[src/rtl/l2_line_adapter.sv]
// L2 line adapter: turns whole-line L2 read/write requests into 4-beat memory bursts.
// Optional watchdog enabled by defining L2_LINE_ADAPTER_TIMEOUT_EN.
//
// state    | meaning
// IDLE     | waiting for a line request (write wins over read)
// RD_BURST | collecting read beats into the line buffer
// WR_BURST | presenting write beats from the latched line
// DONE     | one-cycle line_resp_o pulse, then back to IDLE
module l2_line_adapter #(
  parameter int LINE_W         = 256,
  parameter int BEAT_W         = 64,
  parameter int ADDR_W         = 32,
  parameter int TIMEOUT_CYCLES = 1023
) (
  input  logic              clk,
  input  logic              rst_n,
  input  logic              line_read_i,
  input  logic              line_write_i,
  input  logic [ADDR_W-1:0] line_addr_i,
  input  logic [LINE_W-1:0] line_wdata_i,
  output logic [LINE_W-1:0] line_rdata_o,
  output logic              line_resp_o,
  output logic              burst_read_o,
  output logic              burst_write_o,
  output logic [ADDR_W-1:0] burst_addr_o,
  output logic [BEAT_W-1:0] burst_wdata_o,
  input  logic [BEAT_W-1:0] burst_rdata_i,
  input  logic              burst_resp_i,
  output logic              error_o
);

  localparam int BEATS = LINE_W / BEAT_W;
  localparam int CNT_W = $clog2(BEATS);
  localparam int OFF_W = $clog2(LINE_W / 8);

  typedef enum logic [1:0] {IDLE, RD_BURST, WR_BURST, DONE} state_e;

  state_e            state_q, state_d;
  logic [CNT_W-1:0]  cnt_q, cnt_d;
  logic [ADDR_W-1:0] addr_q, addr_d;
  logic [LINE_W-1:0] buf_q, buf_d;
  logic [LINE_W-1:0] rdata_q, rdata_d;
  logic              in_burst;
  logic              last_beat;
  logic              tmo_hit;
  logic              unused_ok;

  assign in_burst  = (state_q == RD_BURST) || (state_q == WR_BURST);
  assign last_beat = burst_resp_i && (cnt_q == CNT_W'(BEATS - 1));
  assign unused_ok = ^line_addr_i[OFF_W-1:0] ^ (TIMEOUT_CYCLES > 0);

`ifdef L2_LINE_ADAPTER_TIMEOUT_EN
  localparam int TMO_W = $clog2(TIMEOUT_CYCLES + 1);

  logic [TMO_W-1:0] wdog_q, wdog_d;
  logic             error_q, error_d;

  assign tmo_hit = in_burst && !burst_resp_i && (wdog_q == TMO_W'(TIMEOUT_CYCLES - 1));

  always_comb begin
    wdog_d  = wdog_q;
    error_d = error_q | tmo_hit;
    if (!in_burst || burst_resp_i || tmo_hit) begin
      wdog_d = '0;
    end else begin
      wdog_d = wdog_q + TMO_W'(1);
    end
  end

  always_ff @(posedge clk or negedge rst_n) begin
    if (!rst_n) begin
      wdog_q  <= '0;
      error_q <= 1'b0;
    end else begin
      wdog_q  <= wdog_d;
      error_q <= error_d;
    end
  end

  assign error_o = error_q;
`else
  assign tmo_hit = 1'b0;
  assign error_o = 1'b0;
`endif

  always_ff @(posedge clk or negedge rst_n) begin
    if (!rst_n) begin
      state_q <= IDLE;
      cnt_q   <= '0;
      addr_q  <= '0;
      buf_q   <= '0;
      rdata_q <= '0;
    end else begin
      state_q <= state_d;
      cnt_q   <= cnt_d;
      addr_q  <= addr_d;
      buf_q   <= buf_d;
      rdata_q <= rdata_d;
    end
  end

  always_comb begin
    state_d = state_q;
    case (state_q)
      IDLE: begin
        if (line_write_i) begin
          state_d = WR_BURST;
        end else if (line_read_i) begin
          state_d = RD_BURST;
        end
      end
      RD_BURST, WR_BURST: begin
        if (last_beat || tmo_hit) begin
          state_d = DONE;
        end
      end
      DONE:    state_d = IDLE;
      default: state_d = IDLE;
    endcase
  end

  // Read beats land in buf_q; line_rdata_o only changes when a full line has arrived,
  // so an aborted (timed-out) read never exposes a partial line.
  always_comb begin
    cnt_d   = cnt_q;
    addr_d  = addr_q;
    buf_d   = buf_q;
    rdata_d = rdata_q;
    case (state_q)
      IDLE: begin
        if (line_write_i || line_read_i) begin
          addr_d = {line_addr_i[ADDR_W-1:OFF_W], {OFF_W{1'b0}}};
        end
        if (line_write_i) begin
          buf_d = line_wdata_i;
        end
      end
      RD_BURST, WR_BURST: begin
        if (burst_resp_i) begin
          cnt_d = last_beat ? '0 : cnt_q + CNT_W'(1);
          if (state_q == RD_BURST) begin
            buf_d[cnt_q*BEAT_W +: BEAT_W] = burst_rdata_i;
            if (last_beat) begin
              rdata_d = buf_d;
            end
          end
        end
        if (tmo_hit) begin
          cnt_d = '0;
        end
      end
      default: ;
    endcase
  end

  always_comb begin
    line_resp_o   = (state_q == DONE);
    burst_read_o  = (state_q == RD_BURST);
    burst_write_o = (state_q == WR_BURST);
    burst_addr_o  = in_burst ? addr_q : '0;
    burst_wdata_o = (state_q == WR_BURST) ? buf_q[cnt_q*BEAT_W +: BEAT_W] : '0;
  end

  assign line_rdata_o = rdata_q;

endmodule

[config.mk]
export PLATFORM = sky130hd
export DESIGN_NAME = l2_line_adapter
export DESIGN_NICKNAME = d
export VERILOG_FILES = /design/src/rtl/l2_line_adapter.sv
export SDC_FILE = /design/constraint.sdc
export NUM_CORES = 1
export LEC_CHECK = 0
export CAP_MARGIN = 30
export CORE_AREA = 2 2 278 280
export CTS_CLUSTER_SIZE = 20
export DETAILED_ROUTE_END_ITERATION = 8
export DIE_AREA = 0 0 280 282
export GPL_TIMING_DRIVEN = 0
export PLACE_DENSITY_LB_ADDON = 0.25
export SLEW_MARGIN = 20
export SYNTH_ARGS = -nofsm -noshare
export SYNTH_HDL_FRONTEND = slang
export SYNTH_SLANG_ARGS = --single-unit
[constraint.sdc]
create_clock -name clk -period 3.7 [get_ports clk]
set_input_delay 0.555 -clock clk [delete_from_list [all_inputs] [get_ports clk]]
set_output_delay 0.555 -clock clk [all_outputs]
set_load 0.02 [all_outputs]
==> flow_summary.yaml, run 1 <==
job:
  drv_cap: 0
setup_path:
  startpoint_type: "flip-flop"
  regToRegStartpoint: "cnt_q[1]"
  required_ps: 3140
  path_class: "reg2out"
  reg2reg_to: "buf_q[92]"
  r2r_slack_ps: 70
  r2r.worst_path.cells: 10
  cp.arrival_ps: 3080
  crit_path_max_fanout: 10
  end_kind: "output pin"
timing:
  worst_slew_margin_rel_pct: 29.61
  hold_violations: 0
  hold_slack_ps: 411.8
  rsz0062_at_grt: "false"
  clock_skew_ps: 18.87
  finalCriticalPeriod_ps: 3635
  slew_violations: 0
  fin_tns_setup_ps: 0
  timing.fmax_ghz: 0.2751
  max_slew.worst_pin.slew_ps: 1055
  post-route-period-util_pct: 98.23
  final-setup-viol-count: 0
detailed_routing:
  drc: 0
  num_vias: 28290
  postRouteAntennaNets: 0
  vias_per_cell: 5.950
  wire_per_inst_um: 28.59
  first_pass_iters: 5
  wl_um: 136000
  drtIter0Drc: 3022
power_and_ir_drop:
  switching_share_pct: 47.52
  intPower_mw: 22.31
  clkPwrFrac_pct: 15.9
  p_per_area_nw_per_um2: 1081
  netSwitchingPower_mw: 20.20
  pwr-share-seq_pct: 24.8
  ir_drop_uv: 442.2
  pwr-share-comb_pct: 59.3
  leakage_nw: 16.57
  p_total_mw: 42.52
floorplan:
  fp.coreArea_sq_um: 75700
  rows: 101
  start_util_pct: 37.55
  dieArea_sq_um: 78960
  floorplan.io_pins: 713
  die_h_um: 282
  die_w_um: 280
global_route:
  grt-ovfl-total: 0
  antenna_found_initial: 15
  grt_usage_pct: 33.69
  grt_max_degree: 96
  grt_pass1_wl_um: 194500
  grt_pass1_vias: 27810
synthesis:
  ys_ff_latch: 543
  synth_top_area_cell: "dfrtp_1"
  synth_seq_area_share_pct: 47.80
  yosys-top-cells-area: "dfrtp_1, mux4_2, o21ai_0"
  yosysWarningCount: 0
  mappedNetlistArea_sq_um: 28430
  syn_inst: 2926
  ys_async_sr_fraction_pct: 100.0
  synth_top_area_share_pct: 47.80
  yosys_most_used_dff: "dfrtp_1"
  syn_area_per_cell_sq_um: 9.715
  synth_cell_types: 45
  synth-edff-count: 0
cts:
  cts_tree: "done"
  clock_latency_ps: 620
  cts-root-buf: "clkbuf_16"
  post_cts.repair.setup_buffers: 0
  cts_buffers: 66
  clock-sinks: 543
  cts_buffer_depth: 3
  path_clk_slew_ps: 60
  ctsHtreeMaxLevel: 3
final_layout:
  layout_common_cells: "clkdlybuf4s50_1, dfrtp_1, nand2_1"
  layout.nets: 4081
  layout_commonest_cell: "clkdlybuf4s50_1"
  syn_to_final_growth_pct: 38.41
  finalInstanceArea_sq_um: 39350
  drive_above_1_share_pct: 10.84
placed_design:
  dpl_cell_area_sq_um: 37040
  place.gp.congestion: 0.9538
  port_buffers: 701
  hpwl_um: 103800
outcome:
  status: "finished, final reports clean"
min_path:
  hp-class: "in2async"
## sequential cells by signal, summed over array words and instances, names as in the netlist
name / count
buf_q: 256
line_rdata_o: 256
addr_q: 27
cnt_q: 2
state_q: 2
## worst max path at each step
stage	from	to	slack (ps)	depth (start not counted)
floorplan	cnt_q[1]	buf_q[203]	920	10
global placement	rst_n	line_rdata_o[38]	-23640	1
detailed placement	cnt_q[1]	buf_q[255]	-1380	11
CTS	cnt_q[0]	burst_wdata_o[18]	-80	5
global route	state_q[0]	burst_wdata_o[52]	0.3	6
finish	state_q[0]	burst_wdata_o[52]	70	6
## what timing repair did
item / CTS / global route
gates resized for setup: 19 / 29
hold buffers: 1 / 0
endpoints found under the setup margin: 595 / 174
endpoints found under the hold margin: 21 / 0
## area by class of cell
cell class	instances	area, sq um
Inverter	69	259.0
Clock buffer	100	1992
Fill cell	7051	36350
Clock inverter	16	202.7
Tap cell	978	1224
Antenna cell	14	35.03
Sequential cell	543	13590
Timing Repair Buffer	720	7388
Multi-Input combinational cell	2023	13310
Buffer	292	1350
## cells in the mapped netlist, types with 2 or more instances
cell type	number
buf_4	13
nor2b_1	192
a221oi_1	63
a21o_1	127
o32ai_1	63
buf_1	18
buf_2	62
ha_1	9
a31oi_1	191
dfrtp_1	543
nand2_1	263
mux4_2	64
a21oi_1	128
clkbuf_1	194
inv_1	68
o221ai_1	63
nand4_1	2
nor3_1	3
nand2b_1	66
a221o_1	2
o21ai_0	257
and2_1	91
a211oi_1	51
nor2_1	258
nor2_2	2
buf_6	9
a211oi_2	76
nor3b_1	5
mux2_2	27
## power by group through the flow
stage               sequential, mW  clock [mW]  combinational (mW)
floorplan                     11.1           0                13.6
global placement              10.5           0                24.4
detailed placement            10.5           0                24.8
CTS                           10.4        6.78                25.0
global route                  10.8        7.00                26.9
finish                        10.6        6.75                25.2
## critical path, stage by stage, from the launching register on
cell,delay [ps]
dfrtp_1,400
inv_1,100
ha_1,240
buf_2,340
clkbuf_1,450
and2_1,300
clkdlybuf4s50_1,630
## per-layer routing
layer	GRT usage, %	share of wire [%]
met2	53.76	47
met3	6.637	9.0
met1	44.48	40
met4	15.00	4.5
met5	0	0.0096
## cells by family (layout without fill, tap and decap cells)
family,after synthesis,after routing,share of synthesized area (%)
compound gates,1029,1029,25.13
fa+ha+maj,9,9,0.3961
buf+inv,365,1197,5.502
flops,543,543,47.80
mux,92,92,6.175
other cells,1,20,0.01319
simple gates,887,887,14.98
## through the flow
| stage | setup WS, ps | util, % | cells |
|---|---|---|---|
| 6_report | 65.41 | 51.98 | 4755 |
| 5_1_grt | 0.3362 | 51.97 | 4752 |
| 4_1_cts | -79.63 | 51.87 | 4741 |
| 3_5_place_dp | -1379 | 48.93 | 4626 |
| 3_3_place_gp | -23640 | 48.47 | 4610 |
| 2_1_floorplan | 917.3 | - | 2931 |
Power figures use the tool's default switching activity.
==> run 2: changes to the inputs <==
--- a/config.mk
+++ b/config.mk
@@ -7,6 +7,7 @@
 export LEC_CHECK = 0
 export CAP_MARGIN = 30
 export CORE_AREA = 2 2 278 280
+export CTS_BUF_LIST = sky130_fd_sc_hd__clkbuf_16
 export CTS_CLUSTER_SIZE = 20
 export DETAILED_ROUTE_END_ITERATION = 8
 export DIE_AREA = 0 0 280 282
==> run 2 against run 1 <==
  * The flow now finishes with violations (setup timing)
  * Global-route usage is essentially flat
  * Utilization shrank 0.23 points
  * Die area is the same
  * Sequential share of layout area grew 0.15 points
  * Via count is essentially flat
  * Combinational power is essentially flat
  * Power shrank 0.96%
  * Routed wire length is essentially flat
  * Setup slack lost 140 ps
  * Cell count is the same
  * Sequential cell count is the same
  * Largest cell class unchanged
==> flow_summary.yaml, run 2 (synthesis gave the netlist of run 1 again) <==
timing:
  finalCriticalPeriod_ps: 3771
  fin_ws_ps: -70.62
  post-route-period-util_pct: 101.9
  final-setup-viol-count: 3
  timing.fmax_ghz: 0.2652
  slew_violations: 0
  max_slew.worst_pin.slew_ps: 1086
  worst_slew_margin_rel_pct: 27.52
  hold_violations: 0
  clock_skew_ps: 22.44
  fin_tns_setup_ps: -110.7
  hold_slack_ps: 412.7
  rsz0062_at_grt: "true"
global_route:
  grt_pass1_vias: 27790
  grt_pass1_wl_um: 194100
  grt-ovfl-total: 0
  grt_max_degree: 96
  antenna_found_initial: 16
  grt_usage_pct: 33.64
setup_path:
  cp.arrival_ps: 4320
  path_buf_inv: 5
  path_cells: "clkbuf_4 > buf_2 > inv_1 > ha_2 > nor3b_1 > buf_2 > buf_1 > a31oi_1 > a211oi_2 > a21o_1"
  critPathTopFamily: "buffers and inverters"
  required_ps: 4250
  end_kind: "flip-flop"
  crit_path_max_fanout: 10
  cpMaxStageDelayCell: "buf_1"
  startpoint_type: "flip-flop"
  max_stage_delay_ps: 550
  path_class: "reg2reg"
  cpMostUsedCell: "buf_2"
placed_design:
  place_inst: 4626
  port_buffers: 701
  hpwl_um: 103800
  dp_slack_ps: -1379
  place.gp.congestion: 0.9538
detailed_routing:
  num_vias: 28280
  vias_per_cell: 5.948
  drc: 0
  first_pass_iters: 6
  postRouteAntennaNets: 0
  wire_per_inst_um: 28.58
  wl_um: 135900
  drtIter0Drc: 2926
power_and_ir_drop:
  pwr-share-comb_pct: 59.9
  p_per_area_nw_per_um2: 1075
  netSwitchingPower_mw: 20.20
  p_total_mw: 42.11
  intPower_mw: 21.91
  pwr-share-seq_pct: 25.1
  leakage_nw: 16.53
  ir_drop_uv: 449.8
  clkPwrFrac_pct: 15.1
  switching_share_pct: 47.96
outcome:
  violations: "setup timing"
  status: "finished with violations"
floorplan:
  rows: 101
  die_h_um: 282
  start_util_pct: 37.55
  floorplan.io_pins: 713
  fp.coreArea_sq_um: 75700
  die_w_um: 280
  dieArea_sq_um: 78960
cts:
  cts_tree: "done"
  cts_buffers: 66
  clock-sinks: 543
  path_clk_slew_ps: 60
  cts_buffer_depth: 3
  ctsHtreeMaxLevel: 3
  cts-root-buf: "clkbuf_16"
  clock_latency_ps: 620
final_layout:
  stdcell_count: 4755
  syn_to_final_growth_pct: 37.80
  drive_above_1_share_pct: 10.31
  layout.nets: 4081
  layout_commonest_cell: "clkdlybuf4s50_1"
  layout_common_cells: "clkdlybuf4s50_1, dfrtp_1, nand2_1"
  n_fill_cell: 7070
job:
  drv_cap: 0
min_path:
  hp-class: "in2async"
==> run 2: worst register-to-register path, cell delays in order (launching register included) <==
cell,delay [ps]
dfrtp_1,520
clkbuf_4,380
buf_2,350
inv_1,140
ha_2,340
nor3b_1,200
buf_2,510
buf_1,560
a31oi_1,300
a211oi_2,300
a21o_1,110
==> run 2: power by group through the flow <==
stage          Sequential (mW)  Clock, mW  Combinational (mW)
2_1_floorplan             11.1          0                13.6
3_3_place_gp              10.5          0                24.4
6_report                  10.5       6.35                25.2
5_1_grt                   10.8       6.59                26.8
3_5_place_dp              10.5          0                24.8
4_1_cts                   10.4       6.37                25.0
==> run 2: per-layer routing <==
metal  share of wire [%]  global-route usage, %  wire, um
met4                 4.7                  15.60      6321
met2                  46                  53.51     63140
met5                   0                      0         0
met1                  40                  44.53     54370
met3                 8.9                  6.298     12090
==> run 2: stage by stage <==
| stage | utilization [%] | cell area, sq um |
|---|---|---|
| after CTS | 51.65 | 39100 |
| final | 51.75 | 39170 |
| after detailed placement | 48.93 | 37040 |
| after global placement | 48.47 | 36690 |
| after global routing | 51.74 | 39170 |
| after floorplan | - | 28450 |
==> run 2: final cells by class <==
class / count / area, sq um / area share (%)
Antenna cell: 14 / 35.03 / 0.08943
Buffer: 292 / 1346 / 3.437
Clock buffer: 68 / 1702 / 4.344
Clock inverter: 48 / 322.8 / 0.8241
Inverter: 69 / 259.0 / 0.6612
Multi-Input combinational cell: 2023 / 13310 / 33.97
Sequential cell: 543 / 13590 / 34.69
Tap cell: 978 / 1224 / 3.124
Timing Repair Buffer: 720 / 7388 / 18.86
==> run 2: what timing repair did <==
item / in CTS / in global routing
resized for setup: 19 / 24
setup buffers: 0 / 0
hold buffers: 1 / 0
endpoints found under the hold margin: 21 / 0
pin swaps: 0 / 0
setup endpoints to repair: 595 / 157
==> run 2: worst paths after layout <==
path                                   start                end  slack, ps  depth (start not counted)
min reg2reg                line_rdata_o[217]  line_rdata_o[217]        480                          2
max reg2reg                         cnt_q[1]           buf_q[6]        -70                         10
max in group asynchronous              rst_n         buf_q[104]       1460                          6
max                                 cnt_q[1]           buf_q[6]        -70                         10
min in group clk           line_rdata_o[217]  line_rdata_o[217]        480                          2
min                                    rst_n         addr_q[26]        410                          2
==> run 3: changes to the inputs <==
--- a/config.mk
+++ b/config.mk
@@ -6,11 +6,11 @@
 export NUM_CORES = 1
 export LEC_CHECK = 0
 export CAP_MARGIN = 30
-export CORE_AREA = 2 2 278 280
+export CORE_MARGIN = 5
+export CORE_UTILIZATION = 40
 export CTS_BUF_LIST = sky130_fd_sc_hd__clkbuf_16
 export CTS_CLUSTER_SIZE = 20
 export DETAILED_ROUTE_END_ITERATION = 8
-export DIE_AREA = 0 0 280 282
 export GPL_TIMING_DRIVEN = 0
 export PLACE_DENSITY_LB_ADDON = 0.25
 export SLEW_MARGIN = 20
==> run 3 against run 2 <==
  * Worst hold slack better by 23 ps
  * Via count is 0.90% higher
  * Cell count down 1.0%
  * Routed wire length down 0.25%
  * The run now ends clean
  * Sequential share of layout area rose by 0.21 points
  * Critical path type is now reg2out
  * Sequential power barely moved
==> flow_summary.yaml, run 3 (synthesis gave the netlist of run 1 again) <==
outcome:
  status: "finished, final reports clean"
floorplan:
  floorplan.io_pins: 713
  die_w_um: 276.6
  rows: 97
  start_util_pct: 40.45
  fp.coreArea_sq_um: 70270
  dieArea_sq_um: 76500
  die_h_um: 276.6
setup_path:
  crit_path_max_fanout: 10
  startpoint_type: "flip-flop"
  required_ps: 3140
  end_kind: "output pin"
  path_class: "reg2out"
  cp.arrival_ps: 3060
final_layout:
  syn_to_final_growth_pct: 36.96
  multi_input_area_sq_um: 13310
  layout_common_cells: "clkdlybuf4s50_1, dfrtp_1, nand2_1"
  n_fill_cell: 6343
  layout_commonest_cell: "clkdlybuf4s50_1"
  seq_area_sq_um: 13590
  utilization_pct: 55.41
  layout.nets: 4071
  drive_above_1_share_pct: 10.48
detailed_routing:
  drc: 0
  drtIter0Drc: 3640
  wl_um: 135600
  first_pass_iters: 9
  num_vias: 28540
  postRouteAntennaNets: 0
  wire_per_inst_um: 28.81
  vias_per_cell: 6.064
global_route:
  grt_max_degree: 95
  grt_pass1_wl_um: 195200
  antenna_found_initial: 21
  grt_usage_pct: 33.77
  grt-ovfl-total: 0
  grt_pass1_vias: 28250
timing:
  finalCriticalPeriod_ps: 3619
  timing.fmax_ghz: 0.2763
  slew_violations: 0
  clock_skew_ps: 14.21
  final-setup-viol-count: 0
  rsz0062_at_grt: "false"
  max_slew.worst_pin.slew_ps: 1082
  worst_slew_margin_rel_pct: 27.89
  hold_slack_ps: 435.6
  post-route-period-util_pct: 97.80
  hold_violations: 0
cts:
  cts_tree: "done"
  cts_buffers: 60
  cts-root-buf: "clkbuf_16"
  path_clk_slew_ps: 70
  clock-sinks: 543
  cts_buffer_depth: 3
  clock_latency_ps: 640
  ctsHtreeMaxLevel: 2
min_path:
  hp-class: "in2async"
power_and_ir_drop:
  leakage_nw: 16.47
  p_total_mw: 41.65
  p_per_area_nw_per_um2: 1070
  ir_drop_uv: 465.9
placed_design:
  place.gp.congestion: 0.9303
  port_buffers: 701
  hpwl_um: 103100
job:
  drv_cap: 0
==> run 3: cell count changes in the layout (fill, tap and decap cells not counted), sizes merged, moves of 2 or more <==
cell	change
bufinv	+3
buf	-8
clkinvlp	+4
clkbuf	-3
clkdlybuf4s50	-2
diode	+3
clkinv	-9
==> run 3: area by class of cell <==
type / instances / area share [%]
diodes: 17 / 0.1093
plain buffers: 292 / 3.522
clock buffers: 61 / 3.921
clock inverters: 45 / 0.9319
inverters: 69 / 0.6652
multi-input cells: 2023 / 34.19
flip-flops and latches: 543 / 34.90
well taps: 940 / 3.021
repair buffers: 716 / 18.74
==> run 3: metrics by stage <==
step	cell area, sq um	instances	TNS, ps	worst slack (ps)
after floorplan	28450	2931	0	917.3
after global placement	36640	4572	-	-23440
after detailed placement	36910	4585	-217240	-1060
after CTS	38850	4690	0	13.57
after global routing	38930	4706	0	2.025
final	38930	4706	0	81.38
==> run 3: what timing repair did <==
action,4_1_cts,5_1_grt
cloned,0,0
setup buffers,0,0
gates resized for setup,25,40
endpoints found under the setup margin,584,241
endpoints found under the hold margin,48,0
hold buffers,1,0
==> run 3: layer usage <==
metal	up-vias	GRT usage (%)	wire [um]
met2	1830	53.70	62610
met4	4	13.97	6327
li1	12140	-	-
met1	14240	44.62	52800
met5	-	0	34
met3	329	8.177	13810
==> run 3: power breakdown <==
group | leakage, nW | switching (mW) | internal (mW) | total [mW]
registers | 7.07 | 1.91 | 8.56 | 10.5
logic | 8.42 | 15.4 | 9.77 | 25.1
clock network | 0.977 | 2.66 | 3.37 | 6.03
total | 16.5 | 19.9 | 21.7 | 41.6
==> run 3: path summary, 6_finish.rpt <==
| path | cells past startpoint | endpoint | from | slack (ps) |
|---|---|---|---|---|
| worst max-delay path | 7 | burst_wdata_o[63] | state_q[0] | 80 |
| worst min-delay path | 2 | addr_q[23] | rst_n | 440 |
| worst max register to register | 7 | line_rdata_o[10] | cnt_q[1] | 150 |
| worst min register to register | 2 | line_rdata_o[108] | line_rdata_o[108] | 480 |
| max in group asynchronous | 5 | line_rdata_o[95] | rst_n | 1610 |
| min in group clk | 2 | line_rdata_o[108] | line_rdata_o[108] | 480 |
==> run 3: critical path, stage by stage, from the launching register on <==
cell             delay (ps)
dfrtp_1                 400
inv_1                   120
ha_1                    280
clkbuf_4                270
buf_6                   180
clkbuf_2                280
and2_1                  240
clkdlybuf4s50_1         640
